===== src/rtl/wasm_stack_core_pkg.sv =====
// Shared types, opcodes, trap codes and ALU helper for the WASM stack core.
package wasm_stack_core_pkg;

  typedef enum logic [2:0] {
    ST_BOOT  = 3'd0,
    ST_FETCH = 3'd1,
    ST_IMM   = 3'd2,
    ST_FTAB  = 3'd3,
    ST_EXEC  = 3'd4,
    ST_HALT  = 3'd5
  } state_t;

  localparam logic [7:0] OP_UNREACH = 8'h00;
  localparam logic [7:0] OP_NOP     = 8'h01;
  localparam logic [7:0] OP_END     = 8'h0B;
  localparam logic [7:0] OP_CALL    = 8'h10;
  localparam logic [7:0] OP_DROP    = 8'h1A;
  localparam logic [7:0] OP_CONST   = 8'h41;
  localparam logic [7:0] OP_ADD     = 8'h6A;
  localparam logic [7:0] OP_SUB     = 8'h6B;
  localparam logic [7:0] OP_MUL     = 8'h6C;
  localparam logic [7:0] OP_AND     = 8'h71;
  localparam logic [7:0] OP_OR      = 8'h72;
  localparam logic [7:0] OP_XOR     = 8'h73;

  localparam logic [2:0] TRAP_NONE     = 3'd0;
  localparam logic [2:0] TRAP_UNREACH  = 3'd1;
  localparam logic [2:0] TRAP_OP_OVF   = 3'd2;
  localparam logic [2:0] TRAP_OP_UNF   = 3'd3;
  localparam logic [2:0] TRAP_CALL_OVF = 3'd4;
  localparam logic [2:0] TRAP_BAD_OP   = 3'd5;
  localparam logic [2:0] TRAP_LEB_LONG = 3'd6;
  localparam logic [2:0] TRAP_IMPORT   = 3'd7;

  localparam int FTAB_ENTRY_BYTES = 5;
  localparam int FLAG_SERVICE     = 0;
  localparam int FLAG_IMPORT      = 1;

  function automatic logic [31:0] alu32(input logic [7:0] op, input logic [31:0] a,
                                        input logic [31:0] b);
    logic [31:0] r;
    case (op)
      OP_ADD:  r = a + b;
      OP_SUB:  r = a - b;
      OP_MUL:  r = a * b;
      OP_AND:  r = a & b;
      OP_OR:   r = a | b;
      OP_XOR:  r = a ^ b;
      default: r = 32'd0;
    endcase
    return r;
  endfunction

endpackage


===== src/rtl/wasm_stack_core_leb128.sv =====
// Signed LEB128 accumulator: one byte per i_valid, reports completion, sign-extended value and overlength.
module wasm_stack_core_leb128 #(
  parameter int LEB_MAX = 5
) (
  input  logic        clk,
  input  logic        rst,
  input  logic        i_clr,
  input  logic        i_valid,
  input  logic [7:0]  i_byte,
  output logic [31:0] o_value,
  output logic        o_done,
  output logic        o_ovf
);
  localparam int CW = $clog2(LEB_MAX) + 1;

  logic [CW-1:0] r_cnt;
  logic [31:0]   r_acc;
  logic [31:0]   w_shift;
  logic [31:0]   w_mask;

  // Value including the byte currently presented; mask covers every bit above it.
  always_comb begin
    w_shift = {25'd0, i_byte[6:0]} << (32'd7 * 32'(r_cnt));
    w_mask  = ~((32'd1 << (32'd7 * (32'(r_cnt) + 32'd1))) - 32'd1);
    if (i_byte[6]) begin
      o_value = r_acc | w_shift | w_mask;
    end else begin
      o_value = r_acc | w_shift;
    end
  end

  assign o_done = i_valid & ~i_byte[7];
  assign o_ovf  = i_valid & i_byte[7] & (r_cnt == CW'(LEB_MAX - 1));

  always_ff @(posedge clk or posedge rst) begin
    if (rst) begin
      r_cnt <= '0;
      r_acc <= 32'd0;
    end else if (i_clr) begin
      r_cnt <= '0;
      r_acc <= 32'd0;
    end else if (i_valid && i_byte[7]) begin
      r_cnt <= r_cnt + 1'b1;
      r_acc <= r_acc | w_shift;
    end
  end

endmodule


===== src/rtl/wasm_stack_core.sv =====
// WASM stack CPU: byte-wide 4-phase fetch, LEB128 immediates, function-table calls,
// internal operand/call stacks and trap reporting.
module wasm_stack_core
  import wasm_stack_core_pkg::*;
#(
  parameter int          DATA_W     = 32,
  parameter int          ADDR_W     = 32,
  parameter int          OP_DEPTH   = 16,
  parameter int          CALL_DEPTH = 8,
  parameter logic [31:0] FTAB_BASE  = 32'h0,
  parameter int          LEB_MAX    = 5
) (
  input  logic                      clk,
  input  logic                      rst,
  input  logic                      mem_access,
  output logic [ADDR_W-1:0]         addr,
  output logic [7:0]                data_in,
  input  logic [7:0]                data_out,
  output logic                      memory_read_en,
  output logic                      memory_write_en,
  input  logic                      memory_ready,
  input  logic                      rom_mapped,
  input  logic [31:0]               first_instruction,
  output logic                      halted,
  output logic [2:0]                trap,
  output logic [ADDR_W-1:0]         pc_o,
  output logic [$clog2(OP_DEPTH):0] op_depth
);
  localparam int SPW = $clog2(OP_DEPTH);
  localparam int CPW = $clog2(CALL_DEPTH);

  state_t            r_state;
  logic              r_rd_en;
  logic [ADDR_W-1:0] r_addr;
  logic [ADDR_W-1:0] r_pc;
  logic [7:0]        r_op;
  logic [7:0]        r_flags;
  logic [31:0]       r_imm;
  logic [31:0]       r_tgt;
  logic [2:0]        r_fidx;
  logic              r_halted;
  logic [2:0]        r_trap;
  logic [DATA_W-1:0] r_op_stk [OP_DEPTH];
  logic [SPW:0]      r_sp;
  logic [ADDR_W-1:0] r_call_stk [CALL_DEPTH];
  logic [CPW:0]      r_csp;

  logic              w_fetching;
  logic              w_can_issue;
  logic              w_rd_done;
  logic              w_leb_done;
  logic              w_leb_ovf;
  logic [31:0]       w_leb_value;
  logic [ADDR_W-1:0] w_ftab_addr;
  logic [SPW-1:0]    w_i1;
  logic [SPW-1:0]    w_i2;
  logic [CPW-1:0]    w_ci1;
  logic [31:0]       w_a;
  logic [31:0]       w_b;

  // A new request waits for the previous ready to fall and for the grant.
  assign w_fetching  = (r_state == ST_FETCH) || (r_state == ST_IMM) || (r_state == ST_FTAB);
  assign w_can_issue = w_fetching && !r_rd_en && !memory_ready && mem_access;
  assign w_rd_done   = r_rd_en && memory_ready && mem_access;
  assign w_ftab_addr = ADDR_W'(FTAB_BASE) + ADDR_W'(r_imm) * ADDR_W'(FTAB_ENTRY_BYTES)
                       + ADDR_W'(r_fidx);
  assign w_i1  = SPW'(r_sp - 1'b1);
  assign w_i2  = SPW'(r_sp - 2'd2);
  assign w_ci1 = CPW'(r_csp - 1'b1);
  assign w_a   = r_op_stk[w_i2][31:0];
  assign w_b   = r_op_stk[w_i1][31:0];

  assign addr            = r_addr;
  assign data_in         = 8'd0;
  assign memory_read_en  = r_rd_en;
  assign memory_write_en = 1'b0;
  assign halted          = r_halted;
  assign trap            = r_trap;
  assign pc_o            = r_pc;
  assign op_depth        = r_sp;

  wasm_stack_core_leb128 #(.LEB_MAX(LEB_MAX)) u_leb (
    .clk     (clk),
    .rst     (rst),
    .i_clr   (r_state == ST_FETCH),
    .i_valid (w_rd_done && (r_state == ST_IMM)),
    .i_byte  (data_out),
    .o_value (w_leb_value),
    .o_done  (w_leb_done),
    .o_ovf   (w_leb_ovf)
  );

  always_ff @(posedge clk or posedge rst) begin
    if (rst) begin
      r_state  <= ST_BOOT;
      r_rd_en  <= 1'b0;
      r_addr   <= '0;
      r_pc     <= '0;
      r_op     <= 8'd0;
      r_flags  <= 8'd0;
      r_imm    <= 32'd0;
      r_tgt    <= 32'd0;
      r_fidx   <= 3'd0;
      r_halted <= 1'b0;
      r_trap   <= TRAP_NONE;
      r_sp     <= '0;
      r_csp    <= '0;
      for (int i = 0; i < OP_DEPTH; i++) r_op_stk[i] <= '0;
      for (int i = 0; i < CALL_DEPTH; i++) r_call_stk[i] <= '0;
    end else begin
      if (w_can_issue) begin
        r_rd_en <= 1'b1;
        r_addr  <= (r_state == ST_FTAB) ? w_ftab_addr : r_pc;
      end
      if (w_rd_done) begin
        r_rd_en <= 1'b0;
      end
      case (r_state)
        ST_BOOT: begin
          if (rom_mapped) begin
            r_pc    <= ADDR_W'(first_instruction);
            r_state <= ST_FETCH;
          end
        end
        ST_FETCH: begin
          if (w_rd_done) begin
            r_op    <= data_out;
            r_pc    <= r_pc + 1'b1;
            r_state <= (data_out == OP_CONST || data_out == OP_CALL) ? ST_IMM : ST_EXEC;
          end
        end
        ST_IMM: begin
          if (w_rd_done) begin
            r_pc <= r_pc + 1'b1;
            if (w_leb_ovf) begin
              r_trap <= TRAP_LEB_LONG; r_halted <= 1'b1; r_state <= ST_HALT;
            end else if (w_leb_done) begin
              r_imm   <= w_leb_value;
              r_fidx  <= 3'd0;
              r_state <= (r_op == OP_CALL) ? ST_FTAB : ST_EXEC;
            end
          end
        end
        // Entry bytes 0-3 shift in little-endian; byte 4 carries the flags.
        ST_FTAB: begin
          if (w_rd_done) begin
            r_fidx <= r_fidx + 1'b1;
            if (r_fidx == 3'd4) begin
              r_flags <= data_out;
              r_state <= ST_EXEC;
            end else begin
              r_tgt <= {data_out, r_tgt[31:8]};
            end
          end
        end
        ST_EXEC: begin
          r_state <= ST_FETCH;
          case (r_op)
            OP_UNREACH: begin
              r_trap <= TRAP_UNREACH; r_halted <= 1'b1; r_state <= ST_HALT;
            end
            OP_NOP: begin
              r_state <= ST_FETCH;
            end
            OP_END: begin
              if (r_csp == '0) begin
                r_halted <= 1'b1; r_state <= ST_HALT;
              end else begin
                r_pc  <= r_call_stk[w_ci1];
                r_csp <= r_csp - 1'b1;
              end
            end
            OP_CALL: begin
              if (r_flags[FLAG_IMPORT] || r_flags[FLAG_SERVICE]) begin
                r_trap <= TRAP_IMPORT; r_halted <= 1'b1; r_state <= ST_HALT;
              end else if (32'(r_sp) < 32'(r_flags[7:2])) begin
                r_trap <= TRAP_OP_UNF; r_halted <= 1'b1; r_state <= ST_HALT;
              end else if (r_csp == (CPW+1)'(CALL_DEPTH)) begin
                r_trap <= TRAP_CALL_OVF; r_halted <= 1'b1; r_state <= ST_HALT;
              end else begin
                r_call_stk[r_csp[CPW-1:0]] <= r_pc;
                r_csp <= r_csp + 1'b1;
                r_pc  <= ADDR_W'(r_tgt);
              end
            end
            OP_DROP: begin
              if (r_sp == '0) begin
                r_trap <= TRAP_OP_UNF; r_halted <= 1'b1; r_state <= ST_HALT;
              end else begin
                r_sp <= r_sp - 1'b1;
              end
            end
            OP_CONST: begin
              if (r_sp == (SPW+1)'(OP_DEPTH)) begin
                r_trap <= TRAP_OP_OVF; r_halted <= 1'b1; r_state <= ST_HALT;
              end else begin
                r_op_stk[r_sp[SPW-1:0]] <= DATA_W'(r_imm);
                r_sp <= r_sp + 1'b1;
              end
            end
            OP_ADD, OP_SUB, OP_MUL, OP_AND, OP_OR, OP_XOR: begin
              if (r_sp < (SPW+1)'(2)) begin
                r_trap <= TRAP_OP_UNF; r_halted <= 1'b1; r_state <= ST_HALT;
              end else begin
                r_op_stk[w_i2] <= DATA_W'(alu32(r_op, w_a, w_b));
                r_sp <= r_sp - 1'b1;
              end
            end
            default: begin
              r_trap <= TRAP_BAD_OP; r_halted <= 1'b1; r_state <= ST_HALT;
            end
          endcase
        end
        ST_HALT: begin
          r_state <= ST_HALT;
        end
        default: begin
          r_state <= ST_HALT;
        end
      endcase
    end
  end

endmodule


===== config.mk =====
export PLATFORM = sky130hd
export DESIGN_NAME = wasm_stack_core
export DESIGN_NICKNAME = d
export VERILOG_FILES = /design/src/rtl/wasm_stack_core_pkg.sv /design/src/rtl/wasm_stack_core_leb128.sv /design/src/rtl/wasm_stack_core.sv
export SDC_FILE = /design/constraint.sdc
export NUM_CORES = 1
export LEC_CHECK = 0
export CORE_ASPECT_RATIO = 2
export CORE_MARGIN = 2
export CORE_UTILIZATION = 55
export CTS_BUF_LIST = sky130_fd_sc_hd__clkbuf_4
export CTS_CLUSTER_DIAMETER = 30
export DETAILED_ROUTE_END_ITERATION = 8
export PLACE_DENSITY = 0.76
export SYNTH_ARGS = -nofsm -noshare
export SYNTH_HDL_FRONTEND = slang
export SYNTH_SLANG_ARGS = --single-unit

===== constraint.sdc =====
create_clock -name clk -period 15.7 [get_ports clk]
set_input_delay 2.355 -clock clk [delete_from_list [all_inputs] [get_ports clk]]
set_output_delay 2.355 -clock clk [all_outputs]
set_load 0.1 [all_outputs]

==> metrics.txt <==
ANT nets after route=0; total via count after detailed routing=19500; critical setup path kind=register to output port; CTS tree=built; buffers inserted during post-CTS setup optimization=0; aggregate global routing overflow=0; hold_buf cts=0; origin of the critical flop-to-flop path=u_leb.r_cnt[0]$_DFFE_PP0P_; Buffers on Ports=between 100 and 150; setup repair after global routing missed its margin=no; most frequent standard cell in the layout excluding fill and tap cells=sky130_fd_sc_hd__dfrtp_1; cell taking the most area after synthesis=sky130_fd_sc_hd__dfrtp_1; insertion delay of the later-clocked pin in the worst-skew pair=0.88 ns; reported max-cap violation count=0; total clock sinks=456; end-of-flow core utilization=62.3%; Worst Setup Start Kind=register; Detailed Routing Iterations Pass 1=6; root buffer cell=sky130_fd_sc_hd__clkbuf_4; P_leak=about 0.014 uW; Yosys top cell area share=45.8%; clock period minus worst slack=between 5 and 6 ns; Fill cells=3575; period utilization=33.9%; cell class contributing the biggest share of worst-path delay=buffers and inverters; total wire length=just under 80 mm; final setup violating endpoints=0; total die area=0.0471 mm2; global-route wire length before repair=118 mm; most used flip-flop cell after synthesis=sky130_fd_sc_hd__dfrtp_1; number of buffers and inverters on the critical path=1; Starting DRT DRC Count=1740; CP startpoint=pc_o[17]$_DFFE_PP0P_; class of the most critical hold timing path=register to register; critical path, cell by cell=clkdlybuf4s50_1; met2 track demand over resource in global routing=57.8%; worst-path fanout max=14; largest incremental delay on the critical path=1.27 ns; placer congestion estimate=1.01; DRC violations left=0; summed instance area of the synthesized netlist=0.0249 mm2; cell count after synthesis=2253; number of gates resized after CTS=0; mean area per synthesized cell=11.1 um2; Setup Slack @ Placement=just under 10 ns; worst-case vdd ir drop=approximately 0.21 mV; GRT Total Usage=33.1%; average via count per standard cell=6.51; data arrival time at the worst-slack endpoint=2.97 ns; fmax=188 MHz; layer with the highest usage after global routing=met2; core area=0.0449 mm2; number of placement rows=110; mean routed wirelength per cell=25.8 um; Area growth syn-to-layout=12.2%; via count of the first global-routing pass=20500; share of synthesized registers carrying an async set or reset=100%; number of warnings issued by yosys=0; total count of hold-check failures in the final report=0; total clock buffers created by CTS=104; HPWL Detailed=54.0 mm; ranking of synthesized cells by area=sky130_fd_sc_hd__dfrtp_1 (46%), sky130_fd_sc_hd__mux2_2 (13%), sky130_fd_sc_hd__mux4_2 (5.8%); commonest cells after routing, fill and taps aside=sky130_fd_sc_hd__dfrtp_1 (455), sky130_fd_sc_hd__mux2_2 (295), sky130_fd_sc_hd__nor2_1 (202); M3 GR Usage=5.10%; final hold slack=between 0.4 and 0.5 ns; flops & latches, synth=456; final layout net count=2519; run status=completed; proportion of layout cells with a drive suffix above 1=24.0%; number of top-level pins=128; number of H-tree levels=3; hold path startpoint=r_call_stk[243]$_DFFE_PP0P_; sequential cell area fraction in the yosys report=45.8%; area of combinational cells with multiple inputs=0.0128 mm2; required time reported for the critical path endpoint=13.35 ns; slowest cell on the critical path=sky130_fd_sc_hd__clkdlybuf4s50_1; number of pins with negative max-slew slack in the final report=0; EDFF count, synth=0; Slew @ Worst Pin=1.20 ns; die span in y=305 um; final setup skew=0.0826 ns; post-layout worst setup margin=10.37 ns; sequential cell area in the final layout=0.0114 mm2; pin count of the biggest net entering global routing=185; Global Route met1 Usage=between 30% and 40%; ratio of total power to cell area=138 mW/mm2; endpoint kind of the worst setup timing path=output port; chip width=154 um; starting density of the core=55.5%; accumulated negative setup slack=0 ns; post-synth cell types=70; Slew HR=20.1%; clock buffer depth=3; initial antenna violation count=3; Clk pin slew, worst setup/hold paths=about 0.070 ns
-- flip-flops by register name, indices dropped and copies added, names as in the netlist, 3 cells and up --
signal,flops
addr,32
op_depth,5
pc_o,32
r_call_stk,256
r_csp,4
r_fidx,3
r_flags,8
r_imm,32
r_op,8
r_state,3
r_tgt,32
trap,3
u_leb.r_acc,32
u_leb.r_cnt,4
-- worst paths after layout --
path / endpoint / slack, ns / depth (start not counted)
setup / recovery: pc_o[17] / 10.37 / 1
hold / removal: r_call_stk[243]$_DFFE_PP0P_ / 0.48 / 2
setup reg to reg: r_imm[14]$_DFFE_PP0P_ / 10.52 / 15
hold reg to reg: r_call_stk[243]$_DFFE_PP0P_ / 0.48 / 2
max in group asynchronous: r_csp[0]$_DFFE_PP0P_ / 11.00 / 4
min in group asynchronous: r_imm[28]$_DFFE_PP0P_ / 2.12 / 2
-- per-layer routing --
metal  vias up  wire length [um]
met5         -                 0
met4         0              6560
met3       300              4420
met2       925             39900
met1      9807             26500
li1       8463                 -
-- worst min-delay path, stage by stage, from the launching register on --
cell and delay [ns]:
sky130_fd_sc_hd__dfrtp_1 0.34, sky130_fd_sc_hd__nand2_1 0.05, sky130_fd_sc_hd__o21ai_0 0.06
-- kinds of logic (layout without fill, tap and decap cells) --
| group | count (synthesis) | after routing | share of synthesized area [%] |
|---|---|---|---|
| simple gates | 532 | 532 | 9.72 |
| compound gates | 481 | 481 | 11.9 |
| flops | 456 | 456 | 45.8 |
| mux | 401 | 401 | 20.8 |
| buf+inv | 197 | 368 | 3.37 |
| fa+ha+maj | 117 | 117 | 5.97 |
| xor+xnor | 68 | 68 | 2.39 |
| other cells | 1 | 12 | 0.0151 |
-- final cells by class --
cell class                 instances  area share, %
clock inverter                    32           1.14
inverter                          31          0.443
sequential                       456           40.8
timing repair buffer             156           5.29
tap                              560           2.51
antenna                            3         0.0269
multi-input combinational       1608           45.7
clock buffer                     149           4.00
-- synthesized netlist by cell type, types with 5 or more instances --
| master | instances |
|---|---|
| sky130_fd_sc_hd__nor4_1 | 7 |
| sky130_fd_sc_hd__nand4_1 | 11 |
| sky130_fd_sc_hd__a21oi_1 | 149 |
| sky130_fd_sc_hd__buf_2 | 16 |
| sky130_fd_sc_hd__nand3_1 | 38 |
| sky130_fd_sc_hd__buf_1 | 11 |
| sky130_fd_sc_hd__o22ai_1 | 8 |
| sky130_fd_sc_hd__a211o_1 | 6 |
| sky130_fd_sc_hd__and2_1 | 7 |
| sky130_fd_sc_hd__o211ai_1 | 8 |
| sky130_fd_sc_hd__a2111oi_0 | 5 |
| sky130_fd_sc_hd__nand2b_1 | 22 |
| sky130_fd_sc_hd__o21bai_1 | 6 |
| sky130_fd_sc_hd__mux2_1 | 5 |
| sky130_fd_sc_hd__ha_1 | 114 |
| sky130_fd_sc_hd__inv_1 | 31 |
| sky130_fd_sc_hd__a21o_1 | 23 |
| sky130_fd_sc_hd__buf_4 | 15 |
| sky130_fd_sc_hd__nand3b_1 | 6 |
| sky130_fd_sc_hd__o21ai_0 | 139 |
| sky130_fd_sc_hd__dfrtp_1 | 456 |
| sky130_fd_sc_hd__nor2_1 | 204 |
| sky130_fd_sc_hd__mux2i_1 | 37 |
| sky130_fd_sc_hd__mux2_2 | 295 |
| sky130_fd_sc_hd__a22o_1 | 7 |
| sky130_fd_sc_hd__mux4_2 | 64 |
| sky130_fd_sc_hd__o31a_1 | 6 |
| sky130_fd_sc_hd__xnor2_1 | 40 |
| sky130_fd_sc_hd__nand2_1 | 148 |
| sky130_fd_sc_hd__nor3_1 | 24 |
| sky130_fd_sc_hd__o21a_1 | 5 |
| sky130_fd_sc_hd__a31oi_1 | 28 |
| sky130_fd_sc_hd__xor2_1 | 28 |
| sky130_fd_sc_hd__o221ai_1 | 6 |
| sky130_fd_sc_hd__or3_1 | 9 |
| sky130_fd_sc_hd__and3_1 | 23 |
| sky130_fd_sc_hd__nor2b_1 | 16 |
| sky130_fd_sc_hd__clkbuf_1 | 121 |
| sky130_fd_sc_hd__a211oi_1 | 31 |
| sky130_fd_sc_hd__a221oi_1 | 26 |
| sky130_fd_sc_hd__or4_1 | 5 |
-- stage by stage --
| stage | power (uW) | instance area, um2 | instances |
|---|---|---|---|
| after floorplan | 2430 | 24900 | 2261 |
| after global placement | 2810 | 26500 | 2811 |
| after detailed placement | 2840 | 26500 | 2811 |
| after CTS | 3870 | 27900 | 2992 |
| after global routing | 4000 | 27900 | 2993 |
| final | 3860 | 27900 | 2995 |
-- where the power goes --
part / internal (uW) / switching [uW]
Clock: 551 / 480
Sequential: 1270 / 255
Combinational: 317 / 987
Total: 2140 / 1720
(Power assumes the default switching activity.)
